[src/rtl/fb_pkg.sv]
// -----------------------------------------------------------------------------
// fb_pkg
// Shared definitions for the frame-buffer write path: RAM geometry, the RGB
// 1-1-1 colour constants and the arbiter FSM state encoding.
// -----------------------------------------------------------------------------
package fb_pkg;

    localparam int AW       = 15;    // frame-buffer RAM address width
    localparam int DW       = 3;     // pixel width, RGB 1-1-1
    localparam int FB_WORDS = 4800;  // 80x60 cells written by a full clear

    typedef logic [AW-1:0] addr_t;
    typedef logic [DW-1:0] pix_t;

    localparam pix_t BLACK = 3'b000;
    localparam pix_t RED   = 3'b100;
    localparam pix_t GREEN = 3'b010;
    localparam pix_t BLUE  = 3'b001;

    typedef enum logic {
        IDLE  = 1'b0,
        CLEAR = 1'b1
    } state_e;

endpackage

[src/rtl/fb_write_arbiter_if.sv]
// -----------------------------------------------------------------------------
// fb_wr_if
// Bundle of everything that crosses the arbiter boundary except clk/rst:
//   clear_req/clear_busy   clear command and status
//   vblank                 blanking flag from the VGA timing
//   req/addr/data/gnt _a   requester A (game FSM)
//   req/addr/data/gnt _b   requester B (overlay drawer)
//   mem_addr/data/we       RAM write port
// slave  : the arbiter's view.
// master : the game-logic / RAM side (and the testbench).
// -----------------------------------------------------------------------------
interface fb_wr_if;
    import fb_pkg::*;

    logic  clear_req;
    logic  clear_busy;
    logic  vblank;

    logic  req_a;
    addr_t addr_a;
    pix_t  data_a;
    logic  gnt_a;

    logic  req_b;
    addr_t addr_b;
    pix_t  data_b;
    logic  gnt_b;

    addr_t mem_addr;
    pix_t  mem_data;
    logic  mem_we;

    modport slave (
        input  clear_req, vblank,
        input  req_a, addr_a, data_a,
        input  req_b, addr_b, data_b,
        output clear_busy, gnt_a, gnt_b,
        output mem_addr, mem_data, mem_we
    );

    modport master (
        output clear_req, vblank,
        output req_a, addr_a, data_a,
        output req_b, addr_b, data_b,
        input  clear_busy, gnt_a, gnt_b,
        input  mem_addr, mem_data, mem_we
    );

endinterface

[src/rtl/fb_clear_engine.sv]
// -----------------------------------------------------------------------------
// fb_clear_engine
// Address walker for the full-buffer clear. start_i arms it at address 0; each
// cycle with step_i high it offers one write at the current address and
// advances. After FB_WORDS-1 it rewinds to 0 and goes idle.
// Ports:
//   clk, rst   clock, synchronous active-high reset
//   start_i    begin a clear (ignored while busy)
//   step_i     permission to write this cycle
//   busy_o     clear in progress
//   we_o       write offered this cycle
//   addr_o     address of the offered write
//   done_o     the offered write is the last one
// -----------------------------------------------------------------------------
module fb_clear_engine
    import fb_pkg::*;
(
    input  logic  clk,
    input  logic  rst,
    input  logic  start_i,
    input  logic  step_i,
    output logic  busy_o,
    output logic  we_o,
    output addr_t addr_o,
    output logic  done_o
);

    addr_t cnt_q, cnt_d;
    logic  busy_q, busy_d;
    logic  last;

    assign last = (cnt_q == addr_t'(FB_WORDS - 1));

    always_comb begin
        // NOTE: every variable gets a default first so no path leaves it unassigned (no latch).
        cnt_d  = cnt_q;
        busy_d = busy_q;
        if (start_i && !busy_q) begin
            busy_d = 1'b1;
            cnt_d  = '0;
        end else if (busy_q && step_i) begin
            if (last) begin
                busy_d = 1'b0;
                cnt_d  = '0;
            end else begin
                cnt_d  = cnt_q + addr_t'(1);
            end
        end
    end

    // NOTE: sequential state uses non-blocking assignments so every flop samples pre-edge values.
    always_ff @(posedge clk) begin
        if (rst) begin
            cnt_q  <= '0;
            busy_q <= 1'b0;
        end else begin
            cnt_q  <= cnt_d;
            busy_q <= busy_d;
        end
    end

    assign busy_o = busy_q;
    assign we_o   = busy_q & step_i;
    assign addr_o = cnt_q;
    assign done_o = busy_q & step_i & last;

endmodule

[src/rtl/fb_write_arbiter.sv]
// -----------------------------------------------------------------------------
// fb_write_arbiter
// Owns the frame-buffer RAM write port and shares it between requester A,
// requester B and the built-in clear engine. All outputs are registered.
//
// Timing: a request sampled at a clock edge (with its addr/data) produces a
// one-cycle gnt after that edge and the RAM write one cycle later. The
// requester presents its next word, or drops req, during the gnt cycle, which
// allows one grant per cycle under continuous requests.
// A clear_req seen in IDLE wins over requests; a write already granted still
// lands on the port before the first clear write.
//
// Ports: clk, rst (synchronous, active-high), bus (fb_wr_if.slave).
// Parameter: CLEAR_COLOR, value written by the clear engine.
// Optional feature macro FB_WR_VBLANK_GATE_EN: grants and clear steps happen
// only while vblank=1; an already granted write still completes.
// -----------------------------------------------------------------------------
module fb_write_arbiter
    import fb_pkg::*;
#(
    parameter pix_t CLEAR_COLOR = BLACK
) (
    input  logic     clk,
    input  logic     rst,
    fb_wr_if.slave   bus
);

    state_e state_q, state_d;
    logic   prefer_b_q, prefer_b_d;   // round-robin pointer, 0 favours A
    logic   grant_a, grant_b, clear_start, wr_ok;

    logic   gnt_a_q, gnt_b_q, clear_busy_q;
    logic   pend_we_q;                // write granted last edge, lands next edge
    addr_t  pend_addr_q;
    pix_t   pend_data_q;
    logic   mem_we_q;
    addr_t  mem_addr_q;
    pix_t   mem_data_q;

    logic   eng_busy, eng_we, eng_done;
    addr_t  eng_addr;

`ifdef FB_WR_VBLANK_GATE_EN
    assign wr_ok = bus.vblank;
`else
    logic unused_vblank;
    assign unused_vblank = bus.vblank;
    assign wr_ok = 1'b1;
`endif

    fb_clear_engine u_clear (
        .clk     (clk),
        .rst     (rst),
        .start_i (clear_start),
        .step_i  (wr_ok),
        .busy_o  (eng_busy),
        .we_o    (eng_we),
        .addr_o  (eng_addr),
        .done_o  (eng_done)
    );

    always_comb begin
        state_d     = state_q;
        prefer_b_d  = prefer_b_q;
        grant_a     = 1'b0;
        grant_b     = 1'b0;
        clear_start = 1'b0;
        case (state_q)
            IDLE: begin
                if (bus.clear_req) begin
                    state_d     = CLEAR;
                    clear_start = 1'b1;
                end else if (wr_ok) begin
                    if (bus.req_a && (!bus.req_b || !prefer_b_q)) begin
                        grant_a    = 1'b1;
                        prefer_b_d = 1'b1;
                    end else if (bus.req_b) begin
                        grant_b    = 1'b1;
                        prefer_b_d = 1'b0;
                    end
                end
            end
            CLEAR: begin
                if (eng_done) state_d = IDLE;
            end
            default: state_d = IDLE;
        endcase
    end

    always_ff @(posedge clk) begin
        if (rst) begin
            state_q      <= IDLE;
            prefer_b_q   <= 1'b0;
            gnt_a_q      <= 1'b0;
            gnt_b_q      <= 1'b0;
            clear_busy_q <= 1'b0;
            pend_we_q    <= 1'b0;
            pend_addr_q  <= '0;
            pend_data_q  <= '0;
            mem_we_q     <= 1'b0;
            mem_addr_q   <= '0;
            mem_data_q   <= '0;
        end else begin
            state_q      <= state_d;
            prefer_b_q   <= prefer_b_d;
            gnt_a_q      <= grant_a;
            gnt_b_q      <= grant_b;
            clear_busy_q <= eng_busy;
            pend_we_q    <= grant_a | grant_b;
            if (grant_a) begin
                pend_addr_q <= bus.addr_a;
                pend_data_q <= bus.data_a;
            end else if (grant_b) begin
                pend_addr_q <= bus.addr_b;
                pend_data_q <= bus.data_b;
            end
            // A granted write and a clear write never coincide: the clear
            // engine only starts at an edge where no grant is issued.
            mem_we_q <= pend_we_q | eng_we;
            if (pend_we_q) begin
                mem_addr_q <= pend_addr_q;
                mem_data_q <= pend_data_q;
            end else if (eng_we) begin
                mem_addr_q <= eng_addr;
                mem_data_q <= CLEAR_COLOR;
            end
        end
    end

    assign bus.gnt_a      = gnt_a_q;
    assign bus.gnt_b      = gnt_b_q;
    assign bus.clear_busy = clear_busy_q;
    assign bus.mem_we     = mem_we_q;
    assign bus.mem_addr   = mem_addr_q;
    assign bus.mem_data   = mem_data_q;

endmodule

[src/flat_wrapper.sv]
// flat-port wrapper written by rule: the top's interface ports become plain ports
module fb_write_arbiter_flat import fb_pkg::*;
#(
    parameter pix_t CLEAR_COLOR = BLACK
)
  (clk, rst, bus_clear_req, bus_vblank, bus_req_a, bus_addr_a, bus_data_a, bus_req_b, bus_addr_b, bus_data_b, bus_clear_busy, bus_gnt_a, bus_gnt_b, bus_mem_addr, bus_mem_data, bus_mem_we);
  fb_wr_if bus_i ();
  input  logic clk;
  input  logic rst;
  input wire logic [$bits(bus_i.clear_req)-1:0] bus_clear_req;
  input wire logic [$bits(bus_i.vblank)-1:0] bus_vblank;
  input wire logic [$bits(bus_i.req_a)-1:0] bus_req_a;
  input wire logic [$bits(bus_i.addr_a)-1:0] bus_addr_a;
  input wire logic [$bits(bus_i.data_a)-1:0] bus_data_a;
  input wire logic [$bits(bus_i.req_b)-1:0] bus_req_b;
  input wire logic [$bits(bus_i.addr_b)-1:0] bus_addr_b;
  input wire logic [$bits(bus_i.data_b)-1:0] bus_data_b;
  output wire logic [$bits(bus_i.clear_busy)-1:0] bus_clear_busy;
  output wire logic [$bits(bus_i.gnt_a)-1:0] bus_gnt_a;
  output wire logic [$bits(bus_i.gnt_b)-1:0] bus_gnt_b;
  output wire logic [$bits(bus_i.mem_addr)-1:0] bus_mem_addr;
  output wire logic [$bits(bus_i.mem_data)-1:0] bus_mem_data;
  output wire logic [$bits(bus_i.mem_we)-1:0] bus_mem_we;
  assign bus_i.clear_req = bus_clear_req;
  assign bus_i.vblank = bus_vblank;
  assign bus_i.req_a = bus_req_a;
  assign bus_i.addr_a = bus_addr_a;
  assign bus_i.data_a = bus_data_a;
  assign bus_i.req_b = bus_req_b;
  assign bus_i.addr_b = bus_addr_b;
  assign bus_i.data_b = bus_data_b;
  assign bus_clear_busy = bus_i.clear_busy;
  assign bus_gnt_a = bus_i.gnt_a;
  assign bus_gnt_b = bus_i.gnt_b;
  assign bus_mem_addr = bus_i.mem_addr;
  assign bus_mem_data = bus_i.mem_data;
  assign bus_mem_we = bus_i.mem_we;
  fb_write_arbiter #(.CLEAR_COLOR(CLEAR_COLOR)) u_core (.clk(clk), .rst(rst), .bus(bus_i));
endmodule
[config.mk]
export PLATFORM = sky130hd
export DESIGN_NAME = fb_write_arbiter_flat
export DESIGN_NICKNAME = d
export VERILOG_FILES = /design/src/rtl/fb_pkg.sv /design/src/rtl/fb_write_arbiter_if.sv /design/src/rtl/fb_clear_engine.sv /design/src/rtl/fb_write_arbiter.sv /design/src/flat_wrapper.sv
export SDC_FILE = /design/constraint.sdc
export NUM_CORES = 1
export LEC_CHECK = 0
export BUFFER_PORTS_ARGS = -buffer_cell sky130_fd_sc_hd__buf_4
export CAP_MARGIN = 20
export CORE_ASPECT_RATIO = 1.1
export CORE_MARGIN = 2
export CORE_UTILIZATION = 56
export DETAILED_ROUTE_END_ITERATION = 8
export PLACE_DENSITY_LB_ADDON = 0.05
export SLEW_MARGIN = 0
export SYNTH_ARGS = -nofsm -noshare
export SYNTH_HDL_FRONTEND = slang
export SYNTH_SLANG_ARGS = --single-unit
[constraint.sdc]
create_clock -name clk -period 2.8 [get_ports clk]
set_input_delay 0.14 -clock clk [delete_from_list [all_inputs] [get_ports clk]]
set_output_delay 0.14 -clock clk [all_outputs]
set_load 0.02 [all_outputs]
After elaboration in Yosys (flattened, before gate mapping)
Index checks and enable logic that the tools add are counted.
{ "totals": {"regBits": 59, "elab_cells": 56} }
{ "op_classes": {"n_addsub": 1, "eq_ne": 1, "muxes": 25, "n_bitwise": 5, "n_reduce_logical": 11} }
{ "op_table": {"columns": ["cell", "count"], "rows": [
  ["15-bit two-way mux", 5],
  ["15-bit by 1-bit adder with 15-bit output, second input constant", 1],
  ["15-bit by 13-bit == test with 1-bit output, second input constant", 1],
  ["1-bit two-way mux", 15],
  ["3-bit two-way mux", 4],
  ["2-bit nonzero test", 3],
  ["1-bit logical NOT", 3],
  ["3-bit AND reduction", 1],
  ["1-bit logical AND", 2],
  ["1-bit inverter", 2],
  ["1-bit bitwise OR", 2],
  ["1-bit case mux with 2 select lines", 1],
  ["2-bit OR reduction", 1],
  ["1-bit bitwise AND", 1],
  ["1-bit logical OR", 1]
]} }

Longest topological paths before layout
{ "depth": {"depth_word": 8, "ltp_mapped": 6, "ltp_nobuf": 5} }

Modules after synthesis
From an unflattened synthesis, not the netlist that was laid out.
{ "hier_totals": {"cells_unflattened": 297, "hier_area_um2": 2765.2} }
{ "by_module_without_submodules": {"columns": ["mod", "n_inst", "cells_each", "area_each_um2", "seq_area_each_um2"], "rows": [
  ["fb_write_arbiter", 1, 205, 1961.9, 860.8],
  ["fb_clear_engine", 1, 92, 803.3, 320.3]
]} }

Least setup slack after synthesis
OpenSTA, ideal clock, no wires.
{ "synth_path": {"kind": "register -> register", "start": "register u_core.u_clear.cnt_q[6], in the netlist u_core.u_clear.addr_o[6]", "end": "register u_core.u_clear.cnt_q[10], in the netlist u_core.u_clear.addr_o[10]", "arrival_time_ns": 1.753, "t_required_ns": 2.685, "slack_ns": 0.932, "stages_incl_launch_ff": 6, "cell_sequence": "dfxtp_1 > or4b_1 > or4_4 > o21bai_4 > buf_6 > nor2_1"} }
{ "synth_via": {"elab_chain_cells": 2, "elab_cells_between_ends": 3} }
{ "synth_lines": {"columns": ["item", "line_no", "source"], "rows": [
  ["from (decl)", "fb_clear_engine.sv:28", "addr_t cnt_q, cnt_d;"],
  ["from (signal assigned)", "fb_clear_engine.sv:57", "cnt_q <= cnt_d;"],
  ["15-bit by 1-bit adder with 15-bit output / 15-bit by 13-bit == test with 1-bit output (equally long branches)", "fb_clear_engine.sv:46, fb_clear_engine.sv:32", null],
  ["15-bit two-way mux *", "fb_clear_engine.sv:42", "if (last) begin"]
]} }
Every way passes the cells marked *; elsewhere a longest branch is shown, timed or not.
A chain may end at the register's enable or synchronous reset.

Final worst setup path
{ "layout_path": {"start": "register u_core.u_clear.cnt_q[2], in the netlist u_core.u_clear.addr_o[2]", "end": "register u_core.u_clear.cnt_q[7], in the netlist u_core.u_clear.addr_o[7]"} }
Same word-level chain as after synthesis.

==> flow_summary.html <==
<table>
<tr><th>Metric</th><th>Value</th></tr>
<tr><th colspan="2">STA</th></tr>
<tr><td>Final setup viols</td><td>0</td></tr>
<tr><td>Peak clock frequency supported by timing</td><td>0.4864 GHz</td></tr>
<tr><td>Final Critical Period</td><td>2.056 ns</td></tr>
<tr><td>Fin. Hold Viols</td><td>0</td></tr>
<tr><td>Unrepaired setup endpoints after global routing</td><td>no</td></tr>
<tr><td>Final total negative setup slack</td><td>0 ns</td></tr>
<tr><td>Number of max-slew violations in the final report</td><td>0</td></tr>
<tr><td>Fin Clk Skew</td><td>0.007423 ns</td></tr>
<tr><td>Final clock period utilization by the worst path</td><td>73.42%</td></tr>
<tr><td>Relative slew slack</td><td>60.27%</td></tr>
<tr><td>Slew at the pin with the worst max-slew slack</td><td>0.5959 ns</td></tr>
<tr><td>Minimum setup slack in the final design</td><td>0.7443 ns</td></tr>
<tr><th colspan="2">Global routing</th></tr>
<tr><td>Global-route wire length before repair</td><td>9363 µm</td></tr>
<tr><td>Total overflow reported by the global router</td><td>0</td></tr>
<tr><td>Total Routing Usage GR</td><td>25.14%</td></tr>
<tr><td>Largest net degree at the start of global routing</td><td>46</td></tr>
<tr><td>Number of global-route vias before repair</td><td>2076</td></tr>
<tr><td>Number of antenna violations at the first check in global routing</td><td>0</td></tr>
<tr><th colspan="2">Drt</th></tr>
<tr><td>Detailed-route via count</td><td>2192</td></tr>
<tr><td>Drt via density</td><td>5.480</td></tr>
<tr><td>DRT Wirelength</td><td>5854 µm</td></tr>
<tr><td>Detail-routed net length per standard cell</td><td>14.64 µm</td></tr>
<tr><td>Remaining number of nets flagged by the antenna check after routing</td><td>0</td></tr>
<tr><td>Count of routing violations after the opening detailed-route iteration</td><td>137</td></tr>
<tr><td>DR DRC count</td><td>0</td></tr>
<tr><td>Number of iterations in the first detailed-routing pass</td><td>4</td></tr>
<tr><th colspan="2">Synthesis</th></tr>
<tr><td>Synthesized netlist cell count</td><td>285</td></tr>
<tr><td>Synthesized area divided by synthesized cell count</td><td>8.745 µm²</td></tr>
<tr><td>Yosys reg bits</td><td>59</td></tr>
<tr><td>Post-synth top area share</td><td>47.39%</td></tr>
<tr><td>Net count after synthesis</td><td>328</td></tr>
<tr><td>Post-synthesis instance area</td><td>2492 µm²</td></tr>
<tr><td>Cell taking the most area after synthesis</td><td>sky130_fd_sc_hd__dfxtp_1</td></tr>
<tr><td>Library cell with the highest instance count after synthesis</td><td>sky130_fd_sc_hd__dfxtp_1</td></tr>
<tr><td>Count of flip-flops with a built-in enable after synthesis</td><td>0</td></tr>
<tr><td>Number of synthesis warnings</td><td>0</td></tr>
<tr><td>Post-synthesis sequential area ratio</td><td>47.39%</td></tr>
<tr><td>Main flop type after synthesis</td><td>sky130_fd_sc_hd__dfxtp_1</td></tr>
<tr><td>Number of distinct library cell variants in the gate-level netlist after synthesis</td><td>33</td></tr>
<tr><td>Top cells by area, synth</td><td>sky130_fd_sc_hd__dfxtp_1, sky130_fd_sc_hd__nor2_1, sky130_fd_sc_hd__a21oi_1</td></tr>
<tr><td>Asr flop ratio synth</td><td>0%</td></tr>
<tr><td>Synth top cells by count</td><td>sky130_fd_sc_hd__dfxtp_1, sky130_fd_sc_hd__nor2_1, sky130_fd_sc_hd__a21oi_1</td></tr>
<tr><th colspan="2">Critical path</th></tr>
<tr><td>Source of the critical timing path</td><td>u_core.u_clear.addr_o[2]</td></tr>
<tr><td>Worst path cell trace</td><td>or4b_1 -&gt; or4_4 -&gt; o21bai_4 -&gt; nor2_1</td></tr>
<tr><td>Arrival @ worst endpoint</td><td>2.26 ns</td></tr>
<tr><td>Critical Path End Type</td><td>flip-flop</td></tr>
<tr><td>Crit path kind</td><td>reg -&gt; reg</td></tr>
<tr><td>Critical Path Source Type</td><td>flip-flop</td></tr>
<tr><td>R2r startpoint</td><td>u_core.u_clear.addr_o[2]</td></tr>
<tr><td>Reg-to-Reg End</td><td>u_core.u_clear.addr_o[7]</td></tr>
<tr><td>Reg2reg path depth</td><td>4</td></tr>
<tr><td>Data required time of the critical path</td><td>3.00 ns</td></tr>
<tr><td>Cell with the largest stage delay on the worst path</td><td>sky130_fd_sc_hd__or4_4</td></tr>
<tr><td>R2r setup slk</td><td>0.74 ns</td></tr>
<tr><td>Highest cell delay on the worst timing path</td><td>0.60 ns</td></tr>
<tr><td>Top fanout value on the critical path</td><td>13</td></tr>
<tr><th colspan="2">Worst hold path</th></tr>
<tr><td>HP Start</td><td>bus_clear_req</td></tr>
<tr><td>Worst Hold End</td><td>u_core.bus.gnt_a</td></tr>
<tr><td>Min-Delay Path Depth</td><td>2</td></tr>
<tr><td>Hold crit path type</td><td>in -&gt; reg</td></tr>
<tr><th colspan="2">Floorplan</th></tr>
<tr><td>Full die area</td><td>5001 µm²</td></tr>
<tr><td>Vertical extent of the die</td><td>73.97 µm</td></tr>
<tr><td>Core area</td><td>4285 µm²</td></tr>
<tr><td># rows</td><td>25</td></tr>
<tr><td>Initial core utilization</td><td>58.16%</td></tr>
<tr><td>I/O pin count</td><td>64</td></tr>
<tr><td>Width of the die</td><td>67.61 µm</td></tr>
<tr><th colspan="2">Power and ir drop</th></tr>
<tr><td>Leak pwr</td><td>1.220 nW</td></tr>
<tr><td>Total power divided by cell area</td><td>559.3 nW/µm²</td></tr>
<tr><td>Maximum ir drop on the vdd rail</td><td>0.0003768 V</td></tr>
<tr><th colspan="2">Final layout</th></tr>
<tr><td>Area of combinational cells with multiple inputs</td><td>1200 µm²</td></tr>
<tr><td>Count of inserted antenna diode cells</td><td>0</td></tr>
<tr><td>Share of post-route cells with drive strength above 1</td><td>24.86%</td></tr>
<tr><td>Fillers</td><td>375</td></tr>
<tr><td>Sequential Area</td><td>1181 µm²</td></tr>
<tr><td>Synth-to-Final Area Change</td><td>25.75%</td></tr>
<tr><td>Number of nets in the final layout</td><td>385</td></tr>
<tr><th colspan="2">Clock tree</th></tr>
<tr><td>Maximum root-to-sink buffer count</td><td>2</td></tr>
<tr><td>Deepest level of the CTS H-tree</td><td>3</td></tr>
<tr><td>CTS clock-pin slew for the worst setup and hold paths</td><td>0.06 ns</td></tr>
<tr><td>Number of sinks driven by the clock tree</td><td>59</td></tr>
<tr><td>Post-cts sizing count</td><td>0</td></tr>
<tr><td>TritonCTS clock tree</td><td>built</td></tr>
<tr><td>TritonCTS buffer count</td><td>9</td></tr>
<tr><td>Hold-fix buffers, CTS</td><td>0</td></tr>
<tr><td>Buffer cell driving the clock tree root</td><td>sky130_fd_sc_hd__clkbuf_8</td></tr>
<tr><td>Insertion delay to the later sink of the worst-skew pair</td><td>0.33 ns</td></tr>
<tr><td>Post-CTS setup buffer count</td><td>0</td></tr>
<tr><th colspan="2">Run</th></tr>
<tr><td>Max-cap violations</td><td>0</td></tr>
<tr><th colspan="2">Placement</th></tr>
<tr><td>Hpwl dp</td><td>3949 µm</td></tr>
<tr><td>Pre-CTS setup slack</td><td>0.7579 ns</td></tr>
<tr><td>Port buffer count</td><td>62</td></tr>
<tr><td>Routability congestion estimate from global placement</td><td>0.7600</td></tr>
<tr><th colspan="2">Run status</th></tr>
<tr><td>Outcome</td><td>finished clean</td></tr>
</table>
[metrics by stage]
stage / cell area (µm²) / power, mW / util (%) / hold WS [ns] / cells
3_3_place_gp: 2955 / 1.068 / 68.96 / 0.3407 / 385
4_1_cts: 3134 / 1.759 / 73.14 / 0.003065 / 400
3_5_place_dp: 2955 / 1.072 / 68.96 / 0.3520 / 385
5_1_grt: 3134 / 1.814 / 73.14 / 0.02361 / 400
2_1_floorplan: 2492 / 1.000 / - / 0.2174 / 285
6_report: 3134 / 1.753 / 73.14 / 0.01443 / 400
[cell families (layout without fill, tap and decap cells)]
family	after synthesis	after routing	synth area share, %
AND/OR/NAND/NOR	111	111	20.63
AO/OA/AOI/OAI	63	63	16.42
adder cells (fa/ha/maj)	1	1	0.5019
flip-flops	59	59	47.39
buffers and inverters	23	84	4.468
multiplexers	15	15	6.024
XOR/XNOR	13	13	4.568
[flip-flops by register name (all words and copies together) (netlist names)]
name and cells:
u_core.pend_addr_q 15, u_core.pend_we_q 1, u_core.bus.mem_addr 15, u_core.bus.gnt_b 1, u_core.u_clear.busy_o 1, u_core.prefer_b_q 1
u_core.u_clear.addr_o 15, u_core.state_q 1, u_core.bus.mem_data 3, u_core.bus.mem_we 1, u_core.bus.gnt_a 1, u_core.pend_data_q 3
u_core.bus.clear_busy 1
[placed cells by master, fill, tap and decap left out]
master                     count
sky130_fd_sc_hd__ha_1          1
sky130_fd_sc_hd__a211oi_1      1
sky130_fd_sc_hd__nor3_2        1
sky130_fd_sc_hd__xnor2_1      10
sky130_fd_sc_hd__nor3_1        5
sky130_fd_sc_hd__or4bb_1       1
sky130_fd_sc_hd__a21oi_1      39
sky130_fd_sc_hd__or2b_2        1
sky130_fd_sc_hd__o221ai_1     18
sky130_fd_sc_hd__nor2_1       56
sky130_fd_sc_hd__nor3b_1       3
sky130_fd_sc_hd__xor2_1        3
sky130_fd_sc_hd__nand4_1       4
sky130_fd_sc_hd__dfxtp_1      59
sky130_fd_sc_hd__a21bo_2       1
sky130_fd_sc_hd__nand2_1      25
sky130_fd_sc_hd__nand3b_1      2
sky130_fd_sc_hd__or4_4         1
sky130_fd_sc_hd__clkbuf_1      1
sky130_fd_sc_hd__inv_1         3
sky130_fd_sc_hd__nand3_1       4
sky130_fd_sc_hd__o21bai_4      1
sky130_fd_sc_hd__clkinv_2      2
sky130_fd_sc_hd__and4b_1       1
sky130_fd_sc_hd__or4b_1        1
sky130_fd_sc_hd__o21ai_1       1
sky130_fd_sc_hd__nand3_2       1
sky130_fd_sc_hd__buf_4        66
sky130_fd_sc_hd__nor4_1        5
sky130_fd_sc_hd__clkbuf_8     12
sky130_fd_sc_hd__mux2i_1      15
sky130_fd_sc_hd__o21bai_1      1
sky130_fd_sc_hd__o21a_1        1
[critical path, delay by kind of cell, from the launching register on]
kind	cells	cell delay, ns
simple gates	3	1.16
flops	1	0.44
compound gates	1	0.33
[routing by layer]
metal | wire (µm) | up-vias | track usage (%) | part of all wire [%]
li1 | - | 1111 | - | -
met5 | 0 | - | 0 | 0
met1 | 2640 | 1005 | 31.64 | 45
met3 | 295 | 12 | 5.446 | 5.0
met2 | 2802 | 64 | 40.63 | 48
met4 | 116 | 0 | 12.47 | 2.0
[final cells by class]
| cell class | count | share of cell area (%) |
|---|---|---|
| multi-input combinational | 203 | 38.28 |
| sequential | 59 | 37.68 |
| timing repair buffer | 66 | 15.81 |
| clock buffer | 13 | 5.389 |
| tap | 54 | 2.156 |
| inverter | 3 | 0.3593 |
| clock inverter | 2 | 0.3194 |
[power breakdown]
| group | internal, mW | switching, mW | leakage (nW) | total, mW |
|---|---|---|---|---|
| logic | 0.0796 | 0.0921 | 0.645 | 0.172 |
| registers | 0.865 | 0.0189 | 0.479 | 0.884 |
| clock network | 0.386 | 0.311 | 0.0953 | 0.697 |
| total | 1.33 | 0.422 | 1.22 | 1.75 |
[worst max path at each step]
stage | endpoint | depth (start not counted)
floorplan | u_core.u_clear.addr_o[10] | 5
global placement | u_core.u_clear.addr_o[10] | 4
detailed placement | u_core.u_clear.addr_o[3] | 4
CTS | u_core.u_clear.addr_o[3] | 4
global route | u_core.u_clear.addr_o[8] | 4
finish | u_core.u_clear.addr_o[7] | 4
No activity file was read; power rests on OpenSTA's default activity.
